$ cat src/rtl/m_axi_read_master.sv
// m_axi_read_master: single-outstanding AXI4 read initiator.
// Accepts one (address, beats-1) request, issues one INCR burst on AR, buffers the
// R beats in an internal FIFO and streams them to the user over a valid/ready port.
// Optional feature macro: RD_RESP_CHECK_EN adds M_AXI_RRESP checking and a sticky
// RD_ERR flag; without it the burst ends on RLAST alone.
module m_axi_read_master #(
  parameter int DATA_WIDTH      = 32,
  parameter int ADDR_WIDTH      = 8,
  parameter int ID_LENGTH       = 4,
  parameter int ID_VALUE        = 0,
  parameter int FIFO_DEPTH_LOG2 = 4
) (
  input  logic                  M_AXI_ACLK,
  input  logic                  M_AXI_ARESETN,
  output logic [ADDR_WIDTH-1:0] M_AXI_ARADDR,
  output logic                  M_AXI_ARVALID,
  input  logic                  M_AXI_ARREADY,
  output logic [7:0]            M_AXI_ARLEN,
  output logic [2:0]            M_AXI_ARSIZE,
  output logic [1:0]            M_AXI_ARBURST,
  output logic [ID_LENGTH-1:0]  M_AXI_ARID,
  input  logic [DATA_WIDTH-1:0] M_AXI_RDATA,
  input  logic                  M_AXI_RVALID,
  output logic                  M_AXI_RREADY,
  input  logic                  M_AXI_RLAST,
  input  logic [ID_LENGTH-1:0]  M_AXI_RID,
`ifdef RD_RESP_CHECK_EN
  input  logic [1:0]            M_AXI_RRESP,
  output logic                  RD_ERR,
`endif
  input  logic [ADDR_WIDTH-1:0] REQ_ADDR,
  input  logic [7:0]            REQ_LEN,
  input  logic                  REQ_VALID,
  output logic                  REQ_READY,
  output logic [DATA_WIDTH-1:0] DATA_OUT,
  output logic                  DATA_OUT_VALID,
  input  logic                  DATA_OUT_READY,
  output logic                  BUSY
);

  localparam int DEPTH = 1 << FIFO_DEPTH_LOG2;
  localparam int CW    = FIFO_DEPTH_LOG2 + 1;

  typedef enum logic [1:0] {S_IDLE, S_AR, S_RD} state_e;

  state_e                     state_q, state_d;
  logic [ADDR_WIDTH-1:0]      araddr_q, araddr_d;
  logic [7:0]                 arlen_q, arlen_d;
  logic [7:0]                 beat_cnt_q, beat_cnt_d;
  logic [FIFO_DEPTH_LOG2-1:0] wr_ptr_q, wr_ptr_d, rd_ptr_q, rd_ptr_d;
  logic [CW-1:0]              count_q, count_d;
  logic [DATA_WIDTH-1:0]      mem_q [DEPTH];

  logic fifo_full, fifo_empty, push, pop, burst_end;

  // Constant AR attributes: full-width INCR bursts with a fixed ID.
  assign M_AXI_ARSIZE  = 3'($clog2(DATA_WIDTH / 8));
  assign M_AXI_ARBURST = 2'b01;
  assign M_AXI_ARID    = ID_LENGTH'(ID_VALUE);
  assign M_AXI_ARADDR  = araddr_q;
  assign M_AXI_ARLEN   = arlen_q;

  // FIFO status and handshakes; RREADY only depends on state and count.
  assign fifo_full      = (count_q == CW'(DEPTH));
  assign fifo_empty     = (count_q == '0);
  assign DATA_OUT_VALID = !fifo_empty;
  assign DATA_OUT       = fifo_empty ? '0 : mem_q[rd_ptr_q];
  assign push           = M_AXI_RVALID && M_AXI_RREADY;
  assign pop            = DATA_OUT_VALID && DATA_OUT_READY;

  // Burst termination: RLAST, or (with response checking) reaching ARLEN beats.
  always_comb begin
`ifdef RD_RESP_CHECK_EN
    burst_end = M_AXI_RLAST || (beat_cnt_q == arlen_q);
`else
    burst_end = M_AXI_RLAST;
`endif
  end

  // FSM state register.
  always_ff @(posedge M_AXI_ACLK or negedge M_AXI_ARESETN) begin
    if (!M_AXI_ARESETN) state_q <= S_IDLE;
    else                state_q <= state_d;
  end

  // FSM next-state logic.
  always_comb begin
    state_d = state_q;
    case (state_q)
      S_IDLE:  if (REQ_VALID)          state_d = S_AR;
      S_AR:    if (M_AXI_ARREADY)      state_d = S_RD;
      S_RD:    if (push && burst_end)  state_d = S_IDLE;
      default:                         state_d = S_IDLE;
    endcase
  end

  // FSM outputs, all decoded from the registered state (plus FIFO count).
  always_comb begin
    REQ_READY     = (state_q == S_IDLE);
    M_AXI_ARVALID = (state_q == S_AR);
    M_AXI_RREADY  = (state_q == S_RD) && !fifo_full;
    BUSY          = (state_q != S_IDLE);
  end

  // Request capture and beat counting.
  always_comb begin
    araddr_d   = araddr_q;
    arlen_d    = arlen_q;
    beat_cnt_d = beat_cnt_q;
    if (state_q == S_IDLE && REQ_VALID) begin
      araddr_d = REQ_ADDR;
      arlen_d  = REQ_LEN;
    end
    if (push) beat_cnt_d = burst_end ? 8'd0 : beat_cnt_q + 8'd1;
  end

  // FIFO pointer and occupancy update; push+pop together keeps the count.
  always_comb begin
    wr_ptr_d = wr_ptr_q;
    rd_ptr_d = rd_ptr_q;
    count_d  = count_q;
    if (push) wr_ptr_d = wr_ptr_q + FIFO_DEPTH_LOG2'(1);
    if (pop)  rd_ptr_d = rd_ptr_q + FIFO_DEPTH_LOG2'(1);
    case ({push, pop})
      2'b10:   count_d = count_q + CW'(1);
      2'b01:   count_d = count_q - CW'(1);
      default: count_d = count_q;
    endcase
  end

  // Control/datapath registers; reset flushes the FIFO by clearing pointers.
  always_ff @(posedge M_AXI_ACLK or negedge M_AXI_ARESETN) begin
    if (!M_AXI_ARESETN) begin
      araddr_q   <= '0;
      arlen_q    <= '0;
      beat_cnt_q <= '0;
      wr_ptr_q   <= '0;
      rd_ptr_q   <= '0;
      count_q    <= '0;
    end else begin
      araddr_q   <= araddr_d;
      arlen_q    <= arlen_d;
      beat_cnt_q <= beat_cnt_d;
      wr_ptr_q   <= wr_ptr_d;
      rd_ptr_q   <= rd_ptr_d;
      count_q    <= count_d;
    end
  end

  // FIFO storage; contents need no reset since the head is gated by the count.
  always_ff @(posedge M_AXI_ACLK) begin
    if (push) mem_q[wr_ptr_q] <= M_AXI_RDATA;
  end

`ifdef RD_RESP_CHECK_EN
  logic rd_err_q, rd_err_d;

  // Sticky error: bad response, early RLAST, or missing RLAST at ARLEN.
  always_comb begin
    rd_err_d = rd_err_q;
    if (push) begin
      if (M_AXI_RRESP != 2'b00)                        rd_err_d = 1'b1;
      if (M_AXI_RLAST && (beat_cnt_q != arlen_q))      rd_err_d = 1'b1;
      if (!M_AXI_RLAST && (beat_cnt_q == arlen_q))     rd_err_d = 1'b1;
    end
  end

  // Error flag register, cleared only by reset.
  always_ff @(posedge M_AXI_ACLK or negedge M_AXI_ARESETN) begin
    if (!M_AXI_ARESETN) rd_err_q <= 1'b0;
    else                rd_err_q <= rd_err_d;
  end

  assign RD_ERR = rd_err_q;

  // RID is deliberately ignored: mismatching beats are still accepted.
  logic unused_ok;
  assign unused_ok = ^M_AXI_RID;
`else
  // RID is ignored and the beat count only matters for response checking.
  logic unused_ok;
  assign unused_ok = ^{M_AXI_RID, beat_cnt_q};
`endif

endmodule

$ cat config.mk
export PLATFORM = sky130hd
export DESIGN_NAME = m_axi_read_master
export DESIGN_NICKNAME = d
export VERILOG_FILES = /design/src/rtl/m_axi_read_master.sv
export SDC_FILE = /design/constraint.sdc
export NUM_CORES = 1
export LEC_CHECK = 0
export BUFFER_PORTS_ARGS = -buffer_cell sky130_fd_sc_hd__buf_2
export CELL_PAD_IN_SITES_DETAIL_PLACEMENT = 1
export CELL_PAD_IN_SITES_GLOBAL_PLACEMENT = 1
export CORE_AREA = 5 5 223 225
export DETAILED_ROUTE_END_ITERATION = 8
export DIE_AREA = 0 0 228 230
export PLACE_DENSITY_LB_ADDON = 0.1
export RECOVER_POWER = 100
export SLEW_MARGIN = 20
export SYNTH_ARGS = -nofsm -noshare
export SYNTH_HDL_FRONTEND = slang
export SYNTH_SLANG_ARGS = --single-unit
$ cat constraint.sdc
create_clock -name M_AXI_ACLK -period 4.6 [get_ports M_AXI_ACLK]
set_clock_uncertainty 0.05 [all_clocks]
set_input_delay 0.69 -clock M_AXI_ACLK [delete_from_list [all_inputs] [get_ports M_AXI_ACLK]]
set_output_delay 0.69 -clock M_AXI_ACLK [all_outputs]
set_load 0.05 [all_outputs]
==> Word level (Yosys, flattened, before mapping) <==
Memory sizes are Yosys's and may differ from the RTL's.
Cells that the tools add are included.
{ "word_totals": {"regBits": 31, "latch_bits": 0, "ramBits": 512, "rom_bits": 0, "in_bits": 59, "out_inout_bits": 62, "elab_cells": 39, "mem_count": 1} }
{ "memory_table": {"columns": ["memory", "words", "word_bits", "rd", "rd_ports_with_merged_regs", "write_ports", "line_no", "rtl"], "rows": [
  ["mem_q", 16, 32, 1, 0, 1, "52", "logic [DATA_WIDTH-1:0] mem_q [DEPTH];"]
]} }
{ "op_classes": {"addsub": 4, "n_mul": 0, "n_div": 0, "order_cmp": 0, "n_eq_ne": 8, "shift": 0, "mux": 8, "bitwise": 0, "n_reduce_logical": 12} }
{ "ops": {"columns": ["cell", "count"], "rows": [
  ["$mux 32", 1],
  ["$pmux 5 s2", 1],
  ["$add 4x1->4 const B", 2],
  ["$mux 2", 3],
  ["$pmux 2 s3", 1],
  ["$add 5x1->5 const B", 1],
  ["$eq 5x5->1 const B", 1],
  ["$logic_and 1x1->1", 5],
  ["$logic_not 5->1", 1],
  ["$sub 5x1->5 const B", 1],
  ["$eq 2x1->1 const B", 2],
  ["$eq 2x2->1 const B", 2],
  ["$ne 2x2->1 const B", 2],
  ["$reduce_bool 2->1", 2],
  ["$reduce_and 3->1", 1],
  ["$logic_not 1->1", 2],
  ["$logic_not 2->1", 1],
  ["$mux 1", 2],
  ["$ne 2x1->1 const B", 1]
]} }

==> Logic depth before layout (Yosys ltp) <==
Gate-level depths: netlist (run 1).
{ "depth": {"word_depth": 7, "depth_mapped": 12} }

==> Worst setup path after synthesis (run 1) <==
Ideal clock, no wire load.
{ "synth_path": {"path_kind": "input to register", "start": "input M_AXI_RVALID", "end": "memory mem_q[3][0] (enable)", "setup_time_ns": 0.461, "arrival_ns": 3.574, "path_slack_ns": 0.515, "path_stages": 4, "n_path_buf": 0, "cell_sequence": "inv_1 -> a211oi_2 -> nand2_1 -> nor3_1"} }
{ "synth_via": {"elab_chain_len": 3} }
{ "synth_rtl": {"columns": ["item", "line_no", "rtl"], "rows": [
  ["from (decl)", "23", "input logic M_AXI_RVALID,"],
  ["$logic_and 1x1->1", "68", "assign push = M_AXI_RVALID && M_AXI_RREADY;"],
  ["$mux 1", "152", "if (push) mem_q[wr_ptr_q] <= M_AXI_RDATA;"],
  ["$mux 1 (implied by the code)", "152", null],
  ["to (decl)", "52", null]
]} }
Every way passes these cells.

==> Final worst setup path (run 1) <==
{ "layout_path": {"start": "register rd_ptr_q[0]", "end": "output DATA_OUT[20]"} }
{ "layout_via": {"elab_chain_len": 2} }
{ "layout_rtl": {"columns": ["item", "line_no", "rtl"], "rows": [
  ["from (decl)", "50", "logic [FIFO_DEPTH_LOG2-1:0] wr_ptr_q, wr_ptr_d, rd_ptr_q, rd_ptr_d;"],
  ["from (signal assigned)", "145", "rd_ptr_q <= rd_ptr_d;"],
  ["$mem_v2 16x32", null, null],
  ["$mux 32", "67", "assign DATA_OUT = fifo_empty ? '0 : mem_q[rd_ptr_q];"],
  ["to (decl)", "35", "output logic [DATA_WIDTH-1:0] DATA_OUT,"]
]} }
Every way passes these cells.

==> results of run 1 <==
## power breakdown
group	switching [mW]	leakage [nW]	internal, mW
logic	3.20	1.88	2.00
registers	0.344	4.97	5.67
clock network	1.86	0.875	2.57
total	5.40	7.72	10.2
## routing by layer
metal  track usage, %  up-vias
li1                 -     4209
met1             25.4     5240
met2             30.2      175
met3             3.44       66
met4             3.69        2
met5                0        -
## sequential cells by signal (all words and copies together) (netlist names)
name / count
wr_ptr_q: 4
mem_q: 512
M_AXI_ARADDR: 8
state_q: 2
M_AXI_ARLEN: 8
rd_ptr_q: 4
count_q: 5
## Yosys cell counts, types with 2 or more instances
library cell    n
conb_1          2
buf_8           2
nand2_1         8
a221o_1        32
nand2b_1        5
edfxtp_1      512
o21ai_0         2
dfrtp_1        31
mux2_2         50
nand4_1         3
nor2b_1        34
nor2_1         17
buf_1           5
xnor2_1         6
buf_4          13
xor2_1          5
clkbuf_1       23
a21oi_1         4
buf_12          3
ha_1            9
mux4_2        128
nand3_1         2
a21o_1          3
buf_2          14
inv_1           6
nor3_1          4
## worst reg2reg max path, cell delays in order, from the launching register on
cell and delay [ns]:
dfrtp_1 0.50, nor4_1 0.14, a211oi_1 1.03, nand2_1 0.37, nor2_1 1.24, buf_12 0.32
## cell usage in the layout, fill, tap and decap left out, types with 4 or more instances in the layout
master and instances:
edfxtp_1 512, mux4_2 128, nor2_1 10, conb_1 9, inv_1 6, nand2_1 8, a221o_1 32, clkbuf_2 12
clkinv_2 9, bufinv_16 6, xor2_1 5, nor2_4 4, mux2_2 50, dfrtp_1 28, buf_12 14, clkbuf_1 90
buf_4 6, clkbuf_16 56, buf_2 28, nor2b_1 33, nor3_1 4, nand2b_1 5, xnor2_1 6, ha_1 9
a21oi_1 4, clkinv_1 18
## final timing paths
check                                               to  slack (ns)                         from  depth (start not counted)
min in group asynchronous  M_AXI_ARADDR[5]$_DFFE_PN0P_        0.50                M_AXI_ARESETN                          1
hold reg to reg            M_AXI_ARADDR[4]$_DFFE_PN0P_        0.45  M_AXI_ARADDR[4]$_DFFE_PN0P_                          1
hold / removal                  state_q[1]$_DFFE_PN0P_        0.25                M_AXI_ARREADY                          2
setup reg to reg               mem_q[11][18]$_DFFE_PP_        0.62       count_q[1]$_DFFE_PN0P_                          5
setup / recovery                          DATA_OUT[20]        0.44      rd_ptr_q[0]$_DFFE_PN0P_                          5
max in group asynchronous      rd_ptr_q[1]$_DFFE_PN0P_        2.75                M_AXI_ARESETN                          1
## metrics by stage
stage	cell area [µm²]	cells	hold slack (ns)	total power, mW
after CTS	24500	1746	0.0960	16.1
after floorplan	21100	946	0.344	10.2
after detailed placement	22700	1642	0.445	11.6
after global placement	22700	1642	0.434	11.5
after global routing	24200	1746	0.231	16.4
final	24200	1747	0.254	15.6
## cell type report
cell class,count,area (µm²)
diodes,1,2.50
clock buffers,65,1440
clock inverters,39,362
fillers,4195,23100
inverters,6,22.5
multi-input cells,336,4620
flip-flops and latches,543,16200
well taps,615,769
repair buffers,142,837
## kinds of logic after synthesis
kind of cell / after synthesis
fa+ha+maj: 9
buf+inv: 67
simple gates: 80
xor+xnor: 11
other cells: 2
compound gates: 48
flops: 543
mux: 179
==> metrics.md, run 1 <==
| Metric | Value |
|---|---|
| Compound-Gate Fraction of Synth Area | `2.05%` |
| Clock Tree Buf Depth | `3` |
| Metal2 WL | `23500 µm` |
| Layout cells sized above 1 | `29.1%` |
| Final Hold Viols | `0` |
| Synth Area per Inst | `22.5 µm²` |
| Adder-Cell Fraction of Synth Area | `0.534%` |
| Mux contribution to synthesized area | `16.4%` |
| Slowest CP cell | `dfrtp_4` |
| Detailed-placement wirelength estimate | `25800 µm` |
| Final worst setup slack | `0.439 ns` |
| Clk root buf | `clkbuf_16` |
| Later-pin clock latency in the skew report | `0.60 ns` |
| Vias post-DR | `9692` |
| Dominant cells by area after synthesis | `edfxtp_1 73%, mux4_2 14%, dfrtp_1 3.7%` |
| Slew Limit Fails | `44` |
| CP Class | `flop to output port` |
| MaxCap Viol Count | `2` |
| CP Launch Type | `flop` |
| Total CTS buffers | `56` |
| Antenna-violating nets left | `0` |
| Distinct cells, synth | `42` |
| CTS tree | `built` |
| Async S/R FF share, synth | `5.71%` |
| Placeable Area | `47300 µm²` |
| Required time of the critical path | `3.86 ns` |
| Die ar. | `52400 µm²` |
| WL met3 | `1950 µm` |
| Worst Max-Slew Pin Slew | `1.76 ns` |
| Hold-fix buffers, CTS | `0` |
| Total grt overflow | `0` |
| Drt pass-1 iters | `4` |
| Slowest stage delay, CP | `0.81 ns` |
| Mapped Cells | `939` |
| Yosys top cell area share | `72.8%` |
| DR DRC count | `0` |
| Tcrit/Tclk final | `90.5%` |
| Failing checks | `max-capacitance violations, max-slew violations` |
| Post-layout util | `51.1%` |
| Synthesized flop and latch total | `543` |
| GR Util All Layers | `18.1%` |
| Clk slew on worst S/H paths | `0.06 ns` |
| Worst vdd ir | `0.446 mV` |
| Max layer used | `met5` |
| Via density per instance | `5.55` |
| H-tree depth | `2` |
| Worst hold path type | `input port to flop` |
| Initial DRC Count | `623` |
| Final number of setup-violating endpoints | `0` |
| Setup repair after global routing missed its margin | `false` |
| Outcome | `finished, violations left` |
| Leakage | `7.72 nW` |
| Worst EP arrival | `3.42 ns` |
| Crit-path leading delay family | `multiplexers` |
| Nets | `1153` |
| Rows | `80` |
| Post-synth EDFFs | `512` |
| Prevailing post-synth register cell | `edfxtp_1` |
| Cell Chain, Critical Path | `clkbuf_4 -> mux4_2 -> mux2_2 -> a221o_1 -> clkbuf_2` |
| Crit-path max FO | `27` |
| Post-CTS Setup Inserts | `0` |
| Max transition margin | `-17.5%` |
| DRT met1 WL | `21000 µm` |
| DR WL/cell | `27.0 µm` |
| Vias in the first global route | `10715` |
| Dpl ws | `1.17 ns` |
| Cell Pwr Density | `646 nW/µm²` |
| Global-route wire length before repair | `70900 µm` |
| Largest net degree at the start of global routing | `57` |
| # resized after CTS | `0` |
| Fmax | `240 MHz` |
| P&R area growth vs syn | `14.7%` |
| IO Port Bufs | `107` |
| Post-Synth XOR/XNOR Area | `0.456%` |
| Buffers & Inverters on Critical Path | `2` |
| Routed WL | `47100 µm` |
| Die width | `228 µm` |
| Main combinational cell family by area after synthesis | `multiplexers` |
| Type of element capturing the critical path | `output port` |
| Ports | `121` |
| Sequential share of the synthesized area | `76.5%` |
| Setup TNS | `0 ns` |
| TritonCTS Sinks | `543` |
| Initial antenna violation count | `2` |
| Starting Density | `44.6%` |
| Post-Synth Simple-Gate Area | `2.16%` |
| Post-Syn Area | `21100 µm²` |
| Global placer's final weighted congestion | `0.695` |
| Leading area contributor after synthesis | `edfxtp_1` |
| Die Y | `230 µm` |
| Tmin final | `4.16 ns` |
| YS warnings | `0` |
(Power assumes the default switching activity.)
==> inputs of run 2 (changes only) <==
--- a/config.mk
+++ b/config.mk
@@ -6,6 +6,7 @@
 export NUM_CORES = 1
 export LEC_CHECK = 0
 export BUFFER_PORTS_ARGS = -buffer_cell sky130_fd_sc_hd__buf_2
+export CAP_MARGIN = 25
 export CELL_PAD_IN_SITES_DETAIL_PLACEMENT = 1
 export CELL_PAD_IN_SITES_GLOBAL_PLACEMENT = 1
 export CORE_AREA = 5 5 223 225
@@ -13,6 +14,7 @@
 export DIE_AREA = 0 0 228 230
 export PLACE_DENSITY_LB_ADDON = 0.1
 export RECOVER_POWER = 100
+export REMOVE_ABC_BUFFERS = 1
 export SLEW_MARGIN = 20
 export SYNTH_ARGS = -nofsm -noshare
 export SYNTH_HDL_FRONTEND = slang
==> metrics.md, run 2 (same netlist as run 1, synthesis figures left out) <==
| Metric | Value |
|---|---|
| DR WL/cell | `27.0 µm (about the same)` |
| Die Y | `230 µm (unchanged)` |
| P&R area growth vs syn | `14.3% (was 14.7%)` |
| Worst Max-Slew Pin Slew | `1.80 ns (was 1.76 ns)` |
| Layout cells sized above 1 | `30.2% (was 29.1%)` |
| Reg2reg end | `mem_q[15][21]$_DFFE_PP_ (was mem_q[11][18]$_DFFE_PP_)` |
| Final Hold Viols | `0 (unchanged)` |
| Post-CTS Setup Inserts | `0 (unchanged)` |
| Detailed-placement wirelength estimate | `26400 µm (was 25800 µm)` |
| Cell Count, Final, Fillers Out | `1749 (was 1747)` |
| Die width | `228 µm (unchanged)` |
| Routed WL | `47200 µm (was 47100 µm)` |
| Cell Chain, Critical Path | `or4_1 -> o211ai_4 -> clkbuf_2 -> nor2b_1 -> a221o_1 -> clkbuf_1 (was clkbuf_4 -> mux4_2 -> mux2_2 -> a221o_1 -> clkbuf_2)` |
| Sequential cell area | `16200 µm² (unchanged)` |
| Total CTS buffers | `57 (was 56)` |
| Global placer's final weighted congestion | `0.683 (was 0.695)` |
| Dpl ws | `1.08 ns (was 1.17 ns)` |
| Die ar. | `52400 µm² (unchanged)` |
| Antenna-violating nets left | `0 (unchanged)` |
| Crit-path max FO | `14 (was 27)` |
| Final number of setup-violating endpoints | `0 (unchanged)` |
| Slowest stage delay, CP | `0.65 ns (was 0.81 ns)` |
| Final instance area | `24100 µm² (was 24200 µm²)` |
| Ports | `121 (unchanged)` |
| Vias in the first global route | `10965 (was 10715)` |
| Total grt overflow | `0 (unchanged)` |
| Tcrit/Tclk final | `91.4% (was 90.5%)` |
| Worst setup path start | `count_q[1]$_DFFE_PN0P_ (was rd_ptr_q[0]$_DFFE_PN0P_)` |
| Max transition margin | `-20.2% (was -17.5%)` |
| Global-route wire length before repair | `72100 µm (was 70900 µm)` |
| Multi-input logic area | `4600 µm² (was 4620 µm²)` |
| Hold-fix buffers, CTS | `0 (unchanged)` |
| Initial antenna violation count | `3 (was 2)` |
| Clk root buf | `clkbuf_16 (unchanged)` |
| Largest net degree at the start of global routing | `55 (was 57)` |
| Placed Area | `22500 µm² (was 22700 µm²)` |
| Final worst setup slack | `0.395 ns (was 0.439 ns)` |
| Rows | `80 (unchanged)` |
| Worst r2r src | `count_q[1]$_DFFE_PN0P_ (unchanged)` |
| Type of element capturing the critical path | `output port (unchanged)` |
| Later-pin clock latency in the skew report | `0.59 ns (was 0.60 ns)` |
| Commonest non-fill, non-tap cells in the layout | `512 x edfxtp_1, 128 x mux4_2, 78 x clkbuf_1 (was 512 x edfxtp_1, 128 x mux4_2, 90 x clkbuf_1)` |
| Inst Count DP | `1644 (was 1642)` |
| Failing checks | `max-capacitance violations, max-slew violations (unchanged)` |
| CP Launch Type | `flop (unchanged)` |
| Leakage | `7.75 nW (was 7.72 nW)` |
| Starting Density | `44.6% (unchanged)` |
| Cell Pwr Density | `649 nW/µm² (was 646 nW/µm²)` |
| Nets | `1156 (was 1153)` |
| Worst vdd ir | `0.375 mV (was 0.446 mV)` |
| Crit-path leading delay family | `compound AO/OA/AOI/OAI gates (was multiplexers)` |
| Slew Limit Fails | `32 (was 44)` |
| Worst r2r path cells | `5 (unchanged)` |
| Largest register by flop count | `mem_q (unchanged)` |
| Largest register FFs | `512 (unchanged)` |
| Clk slew on worst S/H paths | `0.06 ns (about the same)` |
| Tmin final | `4.20 ns (was 4.16 ns)` |
| FF-to-FF setup slack | `0.57 ns (was 0.62 ns)` |
| CTS tree | `built (unchanged)` |
| Power Total | `15.6 mW (about the same)` |
| Drt pass-1 iters | `5 (was 4)` |
| Placeable Area | `47300 µm² (unchanged)` |
| Clock Tree Buf Depth | `3 (unchanged)` |
| Outcome | `finished, violations left (unchanged)` |
| Critical Path End | `DATA_OUT[25] (was DATA_OUT[20])` |
| DR DRC count | `0 (unchanged)` |
| Buffers & Inverters on Critical Path | `2 (unchanged)` |
| Slowest CP cell | `or4_1 (was dfrtp_4)` |
| IO Port Bufs | `107 (unchanged)` |
| Setup repair after global routing missed its margin | `false (unchanged)` |
| Fmax | `238 MHz (was 240 MHz)` |
| GR Util All Layers | `18.2% (was 18.1%)` |
| H-tree depth | `2 (unchanged)` |
| Fillers | `4157 (was 4195)` |
| CP Class | `flop to output port (unchanged)` |
| Required time of the critical path | `3.86 ns (about the same)` |
| Worst hold path type | `input port to flop (unchanged)` |
| Stages on the worst setup path | `6 (was 5)` |
| Worst EP arrival | `3.46 ns (was 3.42 ns)` |
| Via density per instance | `5.62 (was 5.55)` |
| MaxCap Viol Count | `1 (was 2)` |
| Commonest non-fill, non-tap cell in the layout | `edfxtp_1 (unchanged)` |
| Vias post-DR | `9836 (was 9692)` |
| Initial DRC Count | `819 (was 623)` |
| # resized after CTS | `0 (unchanged)` |
| TritonCTS Sinks | `543 (unchanged)` |
==> run 2: changes by cell type in the layout (fill, tap and decap cells not counted), sizes merged <==
cell,delta
clkinvlp,-1
clkinv,+1
bufinv,-2
clkbuf,+4
==> run 2: worst min path at each step <==
stage	end	cells after the start	from	slack, ns
3_3_place_gp	M_AXI_ARADDR[6]$_DFFE_PN0P_	1	M_AXI_ARADDR[6]$_DFFE_PN0P_	0.44
2_1_floorplan	M_AXI_ARADDR[0]$_DFFE_PN0P_	0	M_AXI_ARESETN	0.34
3_5_place_dp	M_AXI_ARADDR[3]$_DFFE_PN0P_	1	M_AXI_ARADDR[3]$_DFFE_PN0P_	0.45
6_report	state_q[1]$_DFFE_PN0P_	2	M_AXI_ARREADY	0.27
5_1_grt	M_AXI_ARLEN[5]$_DFFE_PN0P_	2	REQ_LEN[5]	0.24
4_1_cts	wr_ptr_q[0]$_DFFE_PN0P_	1	M_AXI_ARESETN	0.10
==> run 2: final cells by class <==
cell class,count,share of cell area [%]
repair buffers,144,3.11
clock buffers,67,6.37
diodes,1,0.0104
well taps,615,3.19
flip-flops and latches,543,67.0
clock inverters,37,1.17
multi-input cells,336,19.1
inverters,6,0.0934
==> run 2: worst register-to-register path, cell delays in order (launching register included) <==
cell and delay, ns:
dfrtp_1 0.49, nor4_1 0.14, a211oi_1 1.04, nand2_1 0.40
nor2_1 0.80, clkbuf_4 0.72
==> run 2: where the power goes <==
group / internal, mW / switching (mW)
logic: 2.00 / 3.08
clock network: 2.59 / 1.86
registers: 5.67 / 0.444
==> run 2: layer usage <==
metal	part of all wire [%]	wire [µm]	track usage (%)	vias to the layer above
met2	50	23600	30.4	229
met3	6.0	2860	4.66	54
met1	43	20200	24.9	5357
met5	0.057	27	0	-
met4	1.4	641	3.55	4
li1	-	-	-	4192
==> run 2: per-stage QoR <==
step,hold slack (ns),setup TNS [ns],utilization [%]
after CTS,0.104,0,51.5
after global placement,0.435,0,47.6
after global routing,0.244,0,50.9
after detailed placement,0.446,0,47.6
final,0.267,0,51.0
after floorplan,0.344,-85.93,-
==> inputs of run 3 (changes only) <==
--- a/config.mk
+++ b/config.mk
@@ -5,7 +5,7 @@
 export SDC_FILE = /design/constraint.sdc
 export NUM_CORES = 1
 export LEC_CHECK = 0
-export BUFFER_PORTS_ARGS = -buffer_cell sky130_fd_sc_hd__buf_2
+export BUFFER_PORTS_ARGS = -buffer_cell sky130_fd_sc_hd__buf_4
 export CAP_MARGIN = 25
 export CELL_PAD_IN_SITES_DETAIL_PLACEMENT = 1
 export CELL_PAD_IN_SITES_GLOBAL_PLACEMENT = 1
==> constraint.sdc (replaced) <==
create_clock -name M_AXI_ACLK -period 3.7 [get_ports M_AXI_ACLK]
set_clock_uncertainty 0.05 [all_clocks]
set_input_delay 0.555 -clock M_AXI_ACLK [delete_from_list [all_inputs] [get_ports M_AXI_ACLK]]
set_output_delay 0.555 -clock M_AXI_ACLK [all_outputs]
set_load 0.05 [all_outputs]
==> metrics.md, run 3 (same netlist as run 1, synthesis figures left out) <==
| Metric | Value |
|---|---|
| Cell Count, Final, Fillers Out | `1763 (was 1749)` |
| CP Launch Type | `flop (unchanged)` |
| Reg2reg end | `mem_q[6][2]$_DFFE_PP_ (was mem_q[15][21]$_DFFE_PP_)` |
| Inst Count DP | `1647 (was 1644)` |
| H-tree depth | `2 (unchanged)` |
| Global placer's final weighted congestion | `0.693 (was 0.683)` |
| Ports | `121 (unchanged)` |
| Starting Density | `44.6% (unchanged)` |
| Rows | `80 (unchanged)` |
| Worst r2r path cells | `6 (was 5)` |
| Met2 Use GR | `29.2% (was 30.4%)` |
| CTS tree | `built (unchanged)` |
| Outcome | `finished, violations left (unchanged)` |
| MaxCap Viol Count | `1 (unchanged)` |
| Via density per instance | `5.58 (was 5.62)` |
| Failing checks | `max-capacitance violations, max-slew violations (unchanged)` |
| M3 GR Usage | `4.26% (was 4.66%)` |
| Slew Limit Fails | `32 (unchanged)` |
| P&R area growth vs syn | `15.6% (was 14.3%)` |
| Clock Tree Buf Depth | `3 (unchanged)` |
| Final number of setup-violating endpoints | `0 (unchanged)` |
| Worst setup path start | `count_q[1]$_DFFE_PN0P_ (unchanged)` |
| Cell Pwr Density | `811 nW/µm² (was 649 nW/µm²)` |
| GR Util All Layers | `18.1% (was 18.2%)` |
| Busiest grt layer | `met2 (unchanged)` |
| Worst vdd ir | `0.597 mV (was 0.375 mV)` |
| Commonest non-fill, non-tap cell in the layout | `edfxtp_1 (unchanged)` |
| Worst hold path type | `input port to flop (unchanged)` |
| Setup repair after global routing missed its margin | `false (unchanged)` |
| Critical Path End | `DATA_OUT[24] (was DATA_OUT[25])` |
| Antenna-violating nets left | `0 (unchanged)` |
| Final worst setup slack | `0.122 ns (was 0.395 ns)` |
| Post-layout util | `51.5% (was 51.0%)` |
| Leakage | `7.88 nW (was 7.75 nW)` |
| Largest register by flop count | `mem_q (unchanged)` |
| Layout cells sized above 1 | `31.9% (was 30.2%)` |
| Initial DRC Count | `872 (was 819)` |
| Drt pass-1 iters | `5 (unchanged)` |
| Initial antenna violation count | `3 (unchanged)` |
| Tmin final | `3.58 ns` |
| CP Class | `flop to output port (unchanged)` |
| Worst Max-Slew Pin Slew | `1.76 ns (was 1.80 ns)` |
| Final Hold Viols | `0 (unchanged)` |
| Routed WL | `46900 µm (was 47200 µm)` |
| FF-to-FF setup slack | `0.30 ns (was 0.57 ns)` |
| Die Y | `230 µm (unchanged)` |
| Total CTS buffers | `58 (was 57)` |
| Largest register FFs | `512 (unchanged)` |
| Met1 global-route usage | `25.6% (was 24.9%)` |
| Detailed-placement wirelength estimate | `25700 µm (was 26400 µm)` |
| Power Total | `19.8 mW (was 15.6 mW)` |
| Dpl ws | `0.612 ns (was 1.08 ns)` |
| Largest net degree at the start of global routing | `43 (was 55)` |
| Tcrit/Tclk final | `96.7%` |
| Vias in the first global route | `10903 (was 10965)` |
| IO Port Bufs | `107 (unchanged)` |
| TritonCTS Sinks | `543 (unchanged)` |
| Clk root buf | `clkbuf_16 (unchanged)` |
| Max transition margin | `-17.6% (was -20.2%)` |
| Total grt overflow | `0 (unchanged)` |
| Global-route wire length before repair | `71200 µm (was 72100 µm)` |
| Commonest non-fill, non-tap cells in the layout | `512 x edfxtp_1, 128 x mux4_2, 75 x clkbuf_1 (was 512 x edfxtp_1, 128 x mux4_2, 78 x clkbuf_1)` |
| Fillers | `4206 (was 4157)` |
| Clk slew on worst S/H paths | `0.06 ns (about the same)` |
| Worst EP arrival | `2.97 ns (was 3.46 ns)` |
| Die ar. | `52400 µm² (unchanged)` |
| Later-pin clock latency in the skew report | `0.60 ns (was 0.59 ns)` |
| DR WL/cell | `26.6 µm (was 27.0 µm)` |
| Die width | `228 µm (unchanged)` |
| Vias post-DR | `9839 (was 9836)` |
| Crit-path max FO | `32 (was 14)` |
| Type of element capturing the critical path | `output port (unchanged)` |
| Worst r2r src | `count_q[1]$_DFFE_PN0P_ (unchanged)` |
| Nets | `1169 (was 1156)` |
| Placeable Area | `47300 µm² (unchanged)` |
| Required time of the critical path | `3.09 ns (was 3.86 ns)` |
| Fmax | `279 MHz` |
| Worst hold slack | `0.120 ns (was 0.267 ns)` |
| DR DRC count | `0 (unchanged)` |
run 3: where the power goes:
group          switching [mW]  total, mW  internal, mW
clock network            2.27       5.53          3.26
logic                    4.05       6.82          2.77
registers               0.375       7.43          7.05
run 3: worst max-delay path, cell delays in order, from the launching register on:
cell      delay, ns
dfrtp_1        0.49
or4_4          0.60
o211ai_4       0.18
buf_6          0.39
nor2b_1        0.13
a221o_1        0.35
buf_4          0.22
run 3: cell type report:
| class | count | area, µm² | share of cell area [%] |
|---|---|---|---|
| Clock buffer | 76 | 1580 | 6.49 |
| Sequential cell | 543 | 16200 | 66.2 |
| Antenna cell | 1 | 2.50 | 0.0103 |
| Clock inverter | 30 | 230 | 0.944 |
| Timing Repair Buffer | 156 | 980 | 4.02 |
| Multi-Input combinational cell | 336 | 4650 | 19.0 |
| Tap cell | 615 | 769 | 3.15 |
| Inverter | 6 | 22.5 | 0.0923 |
run 3: per-layer routing:
layer  up-vias  part of all wire [%]
met4         4                   1.7
li1       4231                     -
met5         -                 0.058
met2       248                    48
met1      5294                    44
met3        62                   5.8
run 3: what timing repair did:
action                     in CTS  in global routing
setup buffers                   0                  8
hold buffers                    1                  0
pin swaps                       0                  0
gates resized for setup         1                  2
setup endpoints to repair      11                 16
hold endpoints to repair       31                  0
run 3: worst min-delay path by stage:
stage / from / endpoint / depth (start not counted)
after global placement: M_AXI_ARADDR[6]$_DFFE_PN0P_ / M_AXI_ARADDR[6]$_DFFE_PN0P_ / 1
after global routing: M_AXI_ARREADY / state_q[1]$_DFFE_PN0P_ / 2
after detailed placement: M_AXI_ARLEN[2]$_DFFE_PN0P_ / M_AXI_ARLEN[2]$_DFFE_PN0P_ / 1
after floorplan: M_AXI_ARESETN / M_AXI_ARADDR[0]$_DFFE_PN0P_ / 0
final: M_AXI_ARREADY / state_q[1]$_DFFE_PN0P_ / 2
after CTS: M_AXI_ARREADY / state_q[1]$_DFFE_PN0P_ / 2
run 3: stage by stage:
step	setup TNS [ns]	cell area, µm²
floorplan	-149.29	20800
global placement	0	22900
CTS	0	24800
global route	0	24400
finish	0	24400
detailed placement	0	22900
